[src/rtl/fader_pkg.sv]
// Shared types and constants for the full-screen image fader.
// Defining FADER_DITHER_EN adds the 4x4 ordered-dither table used by the top level.
package fader_pkg;

  typedef enum logic [1:0] {
    HIDDEN     = 2'd0,
    FADING_IN  = 2'd1,
    SHOWN      = 2'd2,
    FADING_OUT = 2'd3
  } fade_state_t;

  localparam int FADE_MAX = 16;
  localparam int LEVEL_W  = 5;

`ifdef FADER_DITHER_EN
  localparam logic [3:0] BAYER [4][4] = '{
    '{4'd0,  4'd8,  4'd2,  4'd10},
    '{4'd12, 4'd4,  4'd14, 4'd6},
    '{4'd3,  4'd11, 4'd1,  4'd9},
    '{4'd15, 4'd7,  4'd13, 4'd5}
  };
`endif

  // Smallest r with (1 << r) >= v; used to turn screen/image ratios into shifts.
  function automatic int log2i(input int v);
    int r = 0;
    for (int i = 0; i < 31; i++) begin
      if ((1 << i) < v) r = i + 1;
    end
    return r;
  endfunction

endpackage

[src/rtl/fader_scale.sv]
// One colour channel scaled by the fade level: (chan * level + dith) >> 4.
// Level 16 with any dith in 0..15 returns chan unchanged; level 0 returns 0.
module fader_scale
  import fader_pkg::*;
(
  input  logic [3:0]         chan,
  input  logic [LEVEL_W-1:0] level,
  input  logic [3:0]         dith,
  output logic [3:0]         scaled
);

  function automatic logic [3:0] scale_trunc(input logic [3:0]         c,
                                             input logic [LEVEL_W-1:0] l,
                                             input logic [3:0]         d);
    logic [8:0] prod;
    prod = 9'(c) * 9'(l) + 9'(d);
    return 4'(prod >> 4);
  endfunction

  assign scaled = scale_trunc(chan, level, dith);

endmodule

[src/rtl/fullscreen_image_fader.sv]
// Full-screen indexed-image renderer with frame-synchronous fade-in/fade-out.
// Optional build macro FADER_DITHER_EN enables 4x4 ordered dithering of the fade.
module fullscreen_image_fader
  import fader_pkg::*;
#(
  parameter int IMG_W            = 160,
  parameter int IMG_H            = 120,
  parameter int SCREEN_W         = 640,
  parameter int SCREEN_H         = 480,
  parameter int IDX_W            = 4,
  parameter int FADE_STEP_FRAMES = 2
) (
  input  logic                            vga_clk,
  input  logic                            reset,
  input  logic [9:0]                      DrawX,
  input  logic [9:0]                      DrawY,
  input  logic                            blank,
  input  logic                            show_req,
  input  logic                            hide_req,
  output logic [$clog2(IMG_W*IMG_H)-1:0]  rom_addr,
  input  logic [IDX_W-1:0]                rom_q,
  output logic [IDX_W-1:0]                pal_index,
  input  logic [11:0]                     pal_rgb,
  output logic [3:0]                      red,
  output logic [3:0]                      green,
  output logic [3:0]                      blue,
  output logic                            busy,
  output logic                            done,
  output logic [4:0]                      level
);

  localparam int ADDR_W  = $clog2(IMG_W*IMG_H);
  localparam int X_SHIFT = log2i(SCREEN_W / IMG_W);
  localparam int Y_SHIFT = log2i(SCREEN_H / IMG_H);
  localparam int STEP_W  = (FADE_STEP_FRAMES > 1) ? $clog2(FADE_STEP_FRAMES) : 1;

  localparam logic [9:0]        X_LAST    = 10'(SCREEN_W - 1);
  localparam logic [9:0]        Y_LAST    = 10'(SCREEN_H - 1);
  localparam logic [STEP_W-1:0] STEP_LAST = STEP_W'(FADE_STEP_FRAMES - 1);
  localparam logic [4:0]        LVL_MAX   = 5'(FADE_MAX);

  logic              in_rng;
  logic [9:0]        tex_x, tex_y;
  logic [ADDR_W-1:0] addr_nxt;

  assign in_rng   = (DrawX <= X_LAST) && (DrawY <= Y_LAST);
  assign tex_x    = DrawX >> X_SHIFT;
  assign tex_y    = DrawY >> Y_SHIFT;
  assign addr_nxt = in_rng ? (ADDR_W'(tex_y) * ADDR_W'(IMG_W) + ADDR_W'(tex_x)) : '0;

  // S1: texel address and the visibility flags that ride alongside it.
  // S2: the ROM returns rom_q one cycle later; the palette lookup is combinational.
  logic blank_p0, blank_p1, rng_p0, rng_p1;

  always_ff @(posedge vga_clk) begin
    if (reset) begin
      rom_addr <= '0;
      blank_p0 <= 1'b0;
      rng_p0   <= 1'b0;
      blank_p1 <= 1'b0;
      rng_p1   <= 1'b0;
    end else begin
      rom_addr <= addr_nxt;
      blank_p0 <= blank;
      rng_p0   <= in_rng;
      blank_p1 <= blank_p0;
      rng_p1   <= rng_p0;
    end
  end

  assign pal_index = rom_q;

  logic [3:0] dith;

`ifdef FADER_DITHER_EN
  logic [1:0] dx_p0, dy_p0, dx_p1, dy_p1;

  always_ff @(posedge vga_clk) begin
    dx_p0 <= DrawX[1:0];
    dy_p0 <= DrawY[1:0];
    dx_p1 <= dx_p0;
    dy_p1 <= dy_p0;
  end

  assign dith = BAYER[dy_p1][dx_p1];
`else
  assign dith = 4'd0;
`endif

  logic [3:0] r_s, g_s, b_s;

  fader_scale u_scale_r (.chan(pal_rgb[11:8]), .level(level), .dith(dith), .scaled(r_s));
  fader_scale u_scale_g (.chan(pal_rgb[7:4]),  .level(level), .dith(dith), .scaled(g_s));
  fader_scale u_scale_b (.chan(pal_rgb[3:0]),  .level(level), .dith(dith), .scaled(b_s));

  // S3: scaled colour, forced black outside the visible image.
  always_ff @(posedge vga_clk) begin
    if (reset) begin
      red   <= 4'd0;
      green <= 4'd0;
      blue  <= 4'd0;
    end else if (blank_p1 && rng_p1) begin
      red   <= r_s;
      green <= g_s;
      blue  <= b_s;
    end else begin
      red   <= 4'd0;
      green <= 4'd0;
      blue  <= 4'd0;
    end
  end

  fade_state_t       state;
  logic [STEP_W-1:0] step_cnt;
  logic              fe, step_wrap;

  assign fe        = (DrawX == X_LAST) && (DrawY == Y_LAST);
  assign step_wrap = fe && (step_cnt == STEP_LAST);

  // A request that changes direction takes that cycle; level only moves on a step.
  always_ff @(posedge vga_clk) begin
    if (reset) begin
      state    <= HIDDEN;
      level    <= '0;
      step_cnt <= '0;
      busy     <= 1'b0;
      done     <= 1'b0;
    end else begin
      done <= 1'b0;
      if (fe) step_cnt <= step_wrap ? '0 : step_cnt + 1'b1;

      if (hide_req && (state == FADING_IN || state == SHOWN)) begin
        state <= FADING_OUT;
        busy  <= 1'b1;
      end else if (!hide_req && show_req && state == HIDDEN) begin
        state    <= FADING_IN;
        busy     <= 1'b1;
        step_cnt <= '0;
      end else if (!hide_req && show_req && state == FADING_OUT) begin
        state <= FADING_IN;
        busy  <= 1'b1;
      end else if (step_wrap && state == FADING_IN) begin
        if (level >= LVL_MAX - 5'd1) begin
          level <= LVL_MAX;
          state <= SHOWN;
          busy  <= 1'b0;
          done  <= 1'b1;
        end else begin
          level <= level + 5'd1;
        end
      end else if (step_wrap && state == FADING_OUT) begin
        if (level <= 5'd1) begin
          level <= '0;
          state <= HIDDEN;
          busy  <= 1'b0;
          done  <= 1'b1;
        end else begin
          level <= level - 5'd1;
        end
      end
    end
  end

endmodule
[config.mk]
export PLATFORM = sky130hd
export DESIGN_NAME = fullscreen_image_fader
export DESIGN_NICKNAME = d
export VERILOG_FILES = /design/src/rtl/fader_pkg.sv /design/src/rtl/fader_scale.sv /design/src/rtl/fullscreen_image_fader.sv
export SDC_FILE = /design/constraint.sdc
export NUM_CORES = 1
export LEC_CHECK = 0
export BUFFER_PORTS_ARGS = -buffer_cell sky130_fd_sc_hd__buf_4
export CAP_MARGIN = 20
export CORE_AREA = 2 2 83 85
export DETAILED_ROUTE_END_ITERATION = 8
export DIE_AREA = 0 0 85 87
export MAX_ROUTING_LAYER = met4
export PLACE_DENSITY = 0.81
export SLEW_MARGIN = 5
export SYNTH_ARGS = -nofsm -noshare
export SYNTH_HDL_FRONTEND = slang
export SYNTH_SLANG_ARGS = --single-unit
export TNS_END_PERCENT = 10
[constraint.sdc]
create_clock -name vga_clk -period 3.8 [get_ports vga_clk]
set_input_delay 0.19 -clock vga_clk [delete_from_list [all_inputs] [get_ports vga_clk]]
set_output_delay 0.19 -clock vga_clk [all_outputs]
set_load 0.005 [all_outputs]
After elaboration in Yosys (flattened, before gate mapping):

Index checks and enable logic that the tools add are counted.

* add/sub/neg operators: 4
* multipliers: 4
* magnitude comparators: 4
* eq/ne operators: 6
* mux-type cells: 26
* bitwise logic cells: 5
* reductions and logical operators: 21

Operators by type and width (number)
* multiplier 4 x 5 -> 8 bit: 3
* 2-to-1 mux 5 bit: 4
* adder 15 x 8 -> 15 bit: 1
* 2-to-1 mux 1 bit: 15
* 2-to-1 mux 2 bit: 7
* == test 10 bit, second input constant: 1
* == test 10 x 9 -> 1 bit, second input constant: 1
* <= comparator 10 bit, second input constant: 1
* <= comparator 10 x 9 -> 1 bit, second input constant: 1
* logical AND 1 bit: 10
* multiplier 8 x 3 -> 10 bit, second input constant: 1
* nonzero test 5 bit: 2
* adder 5 x 1 -> 5 bit, second input constant: 1
* >= comparator 5 x 4 -> 1 bit, second input constant: 1
* <= comparator 5 x 1 -> 1 bit, second input constant: 1
* != test 5 x 4 -> 1 bit, second input constant: 1
* inverter 1 bit: 5
* subtractor 5 x 1 -> 5 bit, second input constant: 1
* == test 2 bit, second input constant: 2
* AND reduction 4 bit: 1
* OR reduction 2 bit: 2
* OR reduction 4 bit: 1
* AND reduction 3 bit: 1
* == test 2 x 1 -> 1 bit, second input constant: 1
* other kinds (5): 5

* register bits after elaboration: 41
* output and inout port bits: 38
* logic and storage cells: 83

Logic depth before layout (Yosys ltp):

Gate-level depths: netlist of run 1.

* depth in word-level cells: 9
* mapped depth: 13
* depth with buffers taken out: 11

Cells and area by module:

A second synthesis of run 1 with hierarchy kept.

* cells, all modules: 453
* area total of the unflattened synthesis: 4001.3 sq um

Modules (own cells, without submodules)
* fullscreen_image_fader: instances 1, cells each 237, area an instance 2165.8 sq um, seq. area each 820.8 sq um
* fader_scale: instances 3, cells each 72, area an instance 611.8 sq um, seq. area each 0.0 sq um

Worst setup path before layout of run 1:

OpenSTA, ideal clock, no wires.

* kind: register to register
* start point: reg level[0]
* end point: reg blue[2]
* setup time: 0.128 ns
* arrival time: 3.235 ns
* required time: 3.672 ns
* path slack: 0.437 ns
* cell stages (with the launch flop): 13
* path buffers: 2
* period minus slack after synthesis: 3.363 ns
* path through: dfxtp_1 clkbuf_1 clkbuf_1 nand2_1 fa_1 fa_1 inv_1 ha_1 and4_1 a221o_1 a21oi_1 xor2_1 nor2_1

* word-level cells in the longest chain between the ends: 1

RTL lines
* start: declaration: line fullscreen_image_fader.sv:29 `output logic [4:0] level`
* start signal: assignment: line fullscreen_image_fader.sv:149 `level <= level + 5'd1;`
* start signal: assignment: line fullscreen_image_fader.sv:158 `level <= level - 5'd1;`
* multiplier 4 x 5 -> 8 bit: line fader_scale.sv:16 `prod = 9'(c) * 9'(l) + 9'(d);`
* end signal: assignment: line fullscreen_image_fader.sv:105 `blue <= b_s;`
* end: declaration: line fullscreen_image_fader.sv:26 `output logic [3:0] blue,`

No other way between the ends.
A chain may end at the register's enable or synchronous reset.

Final worst setup path of run 1:

* start point: reg level[2]
* end point: reg green[2]

* word-level cells in the longest chain between the ends: 1

RTL lines
* multiplier 4 x 5 -> 8 bit: line fader_scale.sv:16
* end signal: assignment: line fullscreen_image_fader.sv:104 `green <= g_s;`
* end: declaration: line fullscreen_image_fader.sv:25 `output logic [3:0] green,`

No other way between the ends.

==> results.cfg, run 1 <==
[worst_setup_path]
end_kind = register
arrival_ps = 3480
cp_max_fo = 16
cp_data_required_time_ps = 3960
cp-start-kind = register
worstSetupPathType = reg2reg

[drt]
firstDrtPassIters = 4
route.vias.total = 3015
drt-initial-drc-count = 119
detail-route-antenna-nets = 0
viasPerCell = 5.57
wl_per_cell_um = 14.1
drt_drc_violations_left = 0
drt_wl_total_um = 7640

[synthesis]
ys_warn_count = 0
syn_nets = 505
synthTopCellsByArea = dfxtp_1 24%, ha_1 18%, fa_1 9.9%, and2_1 6.0%, nor2_1 4.0%
netlist.top_cell.by_area = dfxtp_1
synthFlopType = dfxtp_1
syn_area_per_cell_um2 = 8.69
synth_edf_count = 0
synth-seq-cells = 41
ys_seq_area_share_pct = 23.8
netlist_area_um2 = 3450
ys_types = 49
ys_async_sr_fraction_pct = 0
synth.top_cell.area_share_pct = 23.8
syn_inst = 397

[clock_network]
post_cts_buffers = 0
post_cts_resized = 0
clk_pin_slew_ps = 80
cts_hold_buf = 0
clk_latency_ps = 300
htreeDepth = 2
cts_tree = built
cts_buffers = 5
clock_sinks = 41
cts_buffer_depth = 2
cts-root-buf = clkbuf_8

[finish]
post-route-util_pct = 62.8
regArea_um2 = 821
nets = 569
drive_gt1_share_pct = 18.9
area_delta_synth_final_pct = 19.6
multi_input_area_um2 = 2420
design_area_um2 = 4130
final_common_cell = buf_4
layout_common_cells = 74 x buf_4, 50 x ha_1, 41 x dfxtp_1, 37 x nor2_1, 34 x inv_1
n_fill_cell = 574
antennaDiodeCount = 0

[timing]
finalHoldViolations = 0
fin_worst_skew_ps = 3.33
drv_slew = 0
fmax_mhz = 301
tns_ps = 0
fin_ws_ps = 482
finalCritPeriodShare_pct = 87.3
setup_viol_count_final = 0
worstMarginPinSlew_ps = 699
relSlewSlack_pct = 53.3
min_period_ps = 3320
rsz0062_at_grt = false

[floorplanning]
std_cell_rows = 30
dieArea_um2 = 7400
dieHeight_um = 87
start_util_pct = 52.5
die_x_um = 85
core_area_um2 = 6570
pin_count = 79

[global_route]
grt.total_usage_pct = 22.2
grt_max_degree = 20
grt_pass1_wl_um = 12900
grt_overflow = 0
grt_pass1_vias = 2946
antenna_found_initial = 0

[run]
drv_cap = 0

[pwr]
ir_worst_vdd_mv = 0.150
power_per_cell_area_nw_per_um2 = 249
leakagePower_nw = 2.03
power_mw = 1.03

[placement]
place_ws_ps = 520
dp_hpwl_um = 6050
placed_area_um2 = 4020
portBuffers = 70
gp_routability_congestion = 0.928

[outcome]
status = finished, final reports clean

[hold_path]
min_path_type = in2reg
## cell families (layout without fill, tap and decap cells)
| kind of cell | Yosys count | after routing | share of synthesized area (%) |
|---|---|---|---|
| xor+xnor | 24 | 24 | 6.09 |
| compound gates | 67 | 67 | 14.0 |
| flops | 41 | 41 | 23.8 |
| fa+ha+maj | 67 | 67 | 28.0 |
| buf+inv | 51 | 115 | 6.09 |
| simple gates | 147 | 147 | 22.0 |
## layer usage
layer | up-vias | GRT usage (%) | part of all wire [%]
met2 | 93 | 37.9 | 50
met5 | - | - | 0
met3 | 13 | 3.22 | 5.7
met4 | 0 | 7.79 | 2.0
li1 | 1485 | - | -
met1 | 1424 | 26.8 | 42
## final timing paths
path                                       startpoint                      to  slack [ps]  cells past startpoint
worst max-delay path            level[2]$_SDFFE_PP0P_     green[2]$_SDFF_PP0_         480                     11
worst min register to register    blank_p0$_SDFF_PP0_     blank_p1$_SDFF_PP0_         440                      1
worst min-delay path                         DrawX[6]  rom_addr[4]$_SDFF_PP0_         100                      2
worst max register to register  level[2]$_SDFFE_PP0P_     green[2]$_SDFF_PP0_         480                     11
## area by class of cell
cell class / count / share of cell area, %
multi-input cells: 305 / 58.6
flip-flops and latches: 41 / 19.9
repair buffers: 74 / 13.5
inverters: 34 / 3.09
well taps: 80 / 2.42
clock buffers: 5 / 1.67
clock inverters: 2 / 0.849
## worst max-delay path, stage by stage (launching register included)
cell	delay (ps)
dfxtp_1	480
and2_1	240
fa_1	500
inv_1	60
fa_1	520
inv_1	40
ha_1	320
and3_1	190
a221o_1	360
a21oi_1	190
xor2_1	200
nor2_1	70
## cell usage after synthesis (all sizes together), types with 9 or more instances
| master | count |
|---|---|
| nor2b | 10 |
| o21ai | 9 |
| a21oi | 16 |
| ha | 50 |
| xnor2 | 14 |
| dfxtp | 41 |
| and2 | 33 |
| nor2 | 37 |
| clkbuf | 11 |
| inv | 34 |
| fa | 17 |
| xor2 | 10 |
| nand2 | 31 |
## sequential cells by signal, indices dropped and copies added (netlist names), 2 cells and up
signal    flops
level         5
rom_addr     15
state         2
green         4
blue          4
red           4
## metrics by stage
step | hold WS, ps | instances
2_1_floorplan | 262 | 397
3_3_place_gp | 380 | 534
3_5_place_dp | 380 | 534
4_1_cts | 89.1 | 541
5_1_grt | 97.8 | 541
6_report | 101 | 541
## power by group
part / switching, mW / internal, mW / leakage (nW)
Clock: 0.154 / 0.191 / 0.0540
Sequential: 0.00785 / 0.447 / 0.333
Combinational: 0.119 / 0.111 / 1.64
Total: 0.281 / 0.748 / 2.03
Note: power is estimated with default switching activity, not from simulation.
==> run 2: changes to the inputs <==
--- a/config.mk
+++ b/config.mk
@@ -7,11 +7,12 @@
 export LEC_CHECK = 0
 export BUFFER_PORTS_ARGS = -buffer_cell sky130_fd_sc_hd__buf_4
 export CAP_MARGIN = 20
-export CORE_AREA = 2 2 83 85
+export CORE_AREA = 2 2 87 89
+export CTS_CLUSTER_DIAMETER = 50
 export DETAILED_ROUTE_END_ITERATION = 8
-export DIE_AREA = 0 0 85 87
+export DIE_AREA = 0 0 89 91
 export MAX_ROUTING_LAYER = met4
-export PLACE_DENSITY = 0.81
+export PLACE_DENSITY = 0.78
 export SLEW_MARGIN = 5
 export SYNTH_ARGS = -nofsm -noshare
 export SYNTH_HDL_FRONTEND = slang
==> constraint.sdc (replaced) <==
create_clock -name vga_clk -period 3.03 [get_ports vga_clk]
set_input_delay 0.1515 -clock vga_clk [delete_from_list [all_inputs] [get_ports vga_clk]]
set_output_delay 0.1515 -clock vga_clk [all_outputs]
set_load 0.005 [all_outputs]
==> results.cfg, run 2 (same netlist as run 1, synthesis figures left out) <==
[outcome]
status = finished, final reports clean

[timing]
drv_slew = 0
fin_ws_ps = 22.3
setup_viol_count_final = 0
finalCritPeriodShare_pct = 99.3
rsz0062_at_grt = true
fin_worst_skew_ps = 6.19
worstMarginPinSlew_ps = 632
finalHoldViolations = 0
min_period_ps = 3010
fmax_mhz = 332
tns_ps = 0
relSlewSlack_pct = 57.7

[global_route]
grt.total_usage_pct = 20.7
grt_overflow = 0
grt_pass1_vias = 2979
antenna_found_initial = 0
grt_pass1_wl_um = 13200
grt_max_degree = 16

[run]
drv_cap = 0

[clock_network]
clock_sinks = 41
clk_latency_ps = 300
cts_tree = built
clk_pin_slew_ps = 90
cts-root-buf = clkbuf_8
cts_buffer_depth = 2
htreeDepth = 2
cts_buffers = 5

[floorplanning]
dieHeight_um = 91
std_cell_rows = 31
die_x_um = 89
pin_count = 79
start_util_pct = 48.4
dieArea_um2 = 8100
core_area_um2 = 7140

[finish]
area_delta_synth_final_pct = 24.9
post-route-util_pct = 60.4
layout_common_cells = 83 x buf_4, 47 x ha_1, 38 x dfxtp_1, 37 x nor2_1
final_cell_count_no_fill = 571
nets = 579
antennaDiodeCount = 0
regMostFlops = rom_addr
multi_input_area_um2 = 2480
n_fill_cell = 656
largest_reg_flops = 15
drive_gt1_share_pct = 24.2
final_common_cell = buf_4
top_regs = rom_addr (15), level (5)
regArea_um2 = 832

[drt]
drt-initial-drc-count = 80
wl_per_cell_um = 13.7
viasPerCell = 5.26
drt_drc_violations_left = 0
firstDrtPassIters = 4
detail-route-antenna-nets = 0
drt_wl_total_um = 7800
route.vias.total = 3004

[hold_path]
min_path_type = in2reg
hold_start = DrawX[6]

[worst_setup_path]
worstSetupPathType = reg2reg
reg2reg_slack_ps = 20
cp-startpoint = level[1]$_SDFFE_PP0P_
end_kind = register
cp-start-kind = register
cp_max_fo = 6
crit-reg2reg-launch = level[1]$_SDFFE_PP0P_
cp_data_required_time_ps = 3210
arrival_ps = 3190

[pwr]
power_per_cell_area_nw_per_um2 = 303
leakagePower_nw = 2.07
power_mw = 1.31
ir_worst_vdd_mv = 0.212

[placement]
placed_cells = 560
gp_routability_congestion = 0.888
portBuffers = 70
dp_hpwl_um = 6400
place_ws_ps = -38.5
## run 2: metrics by stage
stage | hold WS, ps | instance area [um2]
after global routing | 49.2 | 4310
after detailed placement | 303 | 4160
after CTS | 50.6 | 4280
after global placement | 303 | 4160
after floorplan | 223 | 3560
final | 60.5 | 4310
## run 2: final cells by class
cell class                 instances  area share (%)
inverter                          34            2.96
clock inverter                     3            1.07
sequential                        41            19.3
multi-input combinational        305            57.6
tap                               99            2.87
timing repair buffer              84            14.6
clock buffer                       5            1.60
## run 2: metal layers
layer  global-route usage, %  share of wire [%]  wire length, um  vias to the layer above
li1                        -                  -                -                     1507
met1                    25.8                 44             3450                     1430
met2                    34.6                 51             3960                       55
met3                    3.27                3.5              274                       12
met4                    5.60                1.5              120                        0
met5                       -                  0                0                        -
## run 2: critical path, stage by stage, from the launching register on
cell and delay (ps):
dfxtp_4 380, buf_4 130, nand2_1 60, fa_1 480, fa_1 540, inv_1 40, ha_1 280, and4_1 170
a221o_1 360, a31oi_1 240, xnor2_1 150, nor2_1 50
## run 2: power breakdown
group          total, mW  leakage (nW)  switching [mW]  internal [mW]
Combinational      0.286          1.68           0.146          0.140
Sequential         0.567         0.336         0.00969          0.557
Clock              0.452        0.0543           0.205          0.247
## run 2: what timing repair did
| item | 4_1_cts | 5_1_grt |
|---|---|---|
| resized for setup | 1 | 6 |
| setup buffers | 0 | 3 |
| hold endpoints to repair | 0 | 0 |
| setup endpoints to repair | 2 | 6 |
| hold buffers | 0 | 0 |
| pin swaps | 0 | 7 |
## run 2: final timing paths
check | end | cells after the start
hold / removal | rom_addr[4]$_SDFF_PP0_ | 2
setup reg to reg | green[3]$_SDFF_PP0_ | 11
setup / recovery | green[3]$_SDFF_PP0_ | 11
hold reg to reg | blank_p1$_SDFF_PP0_ | 1
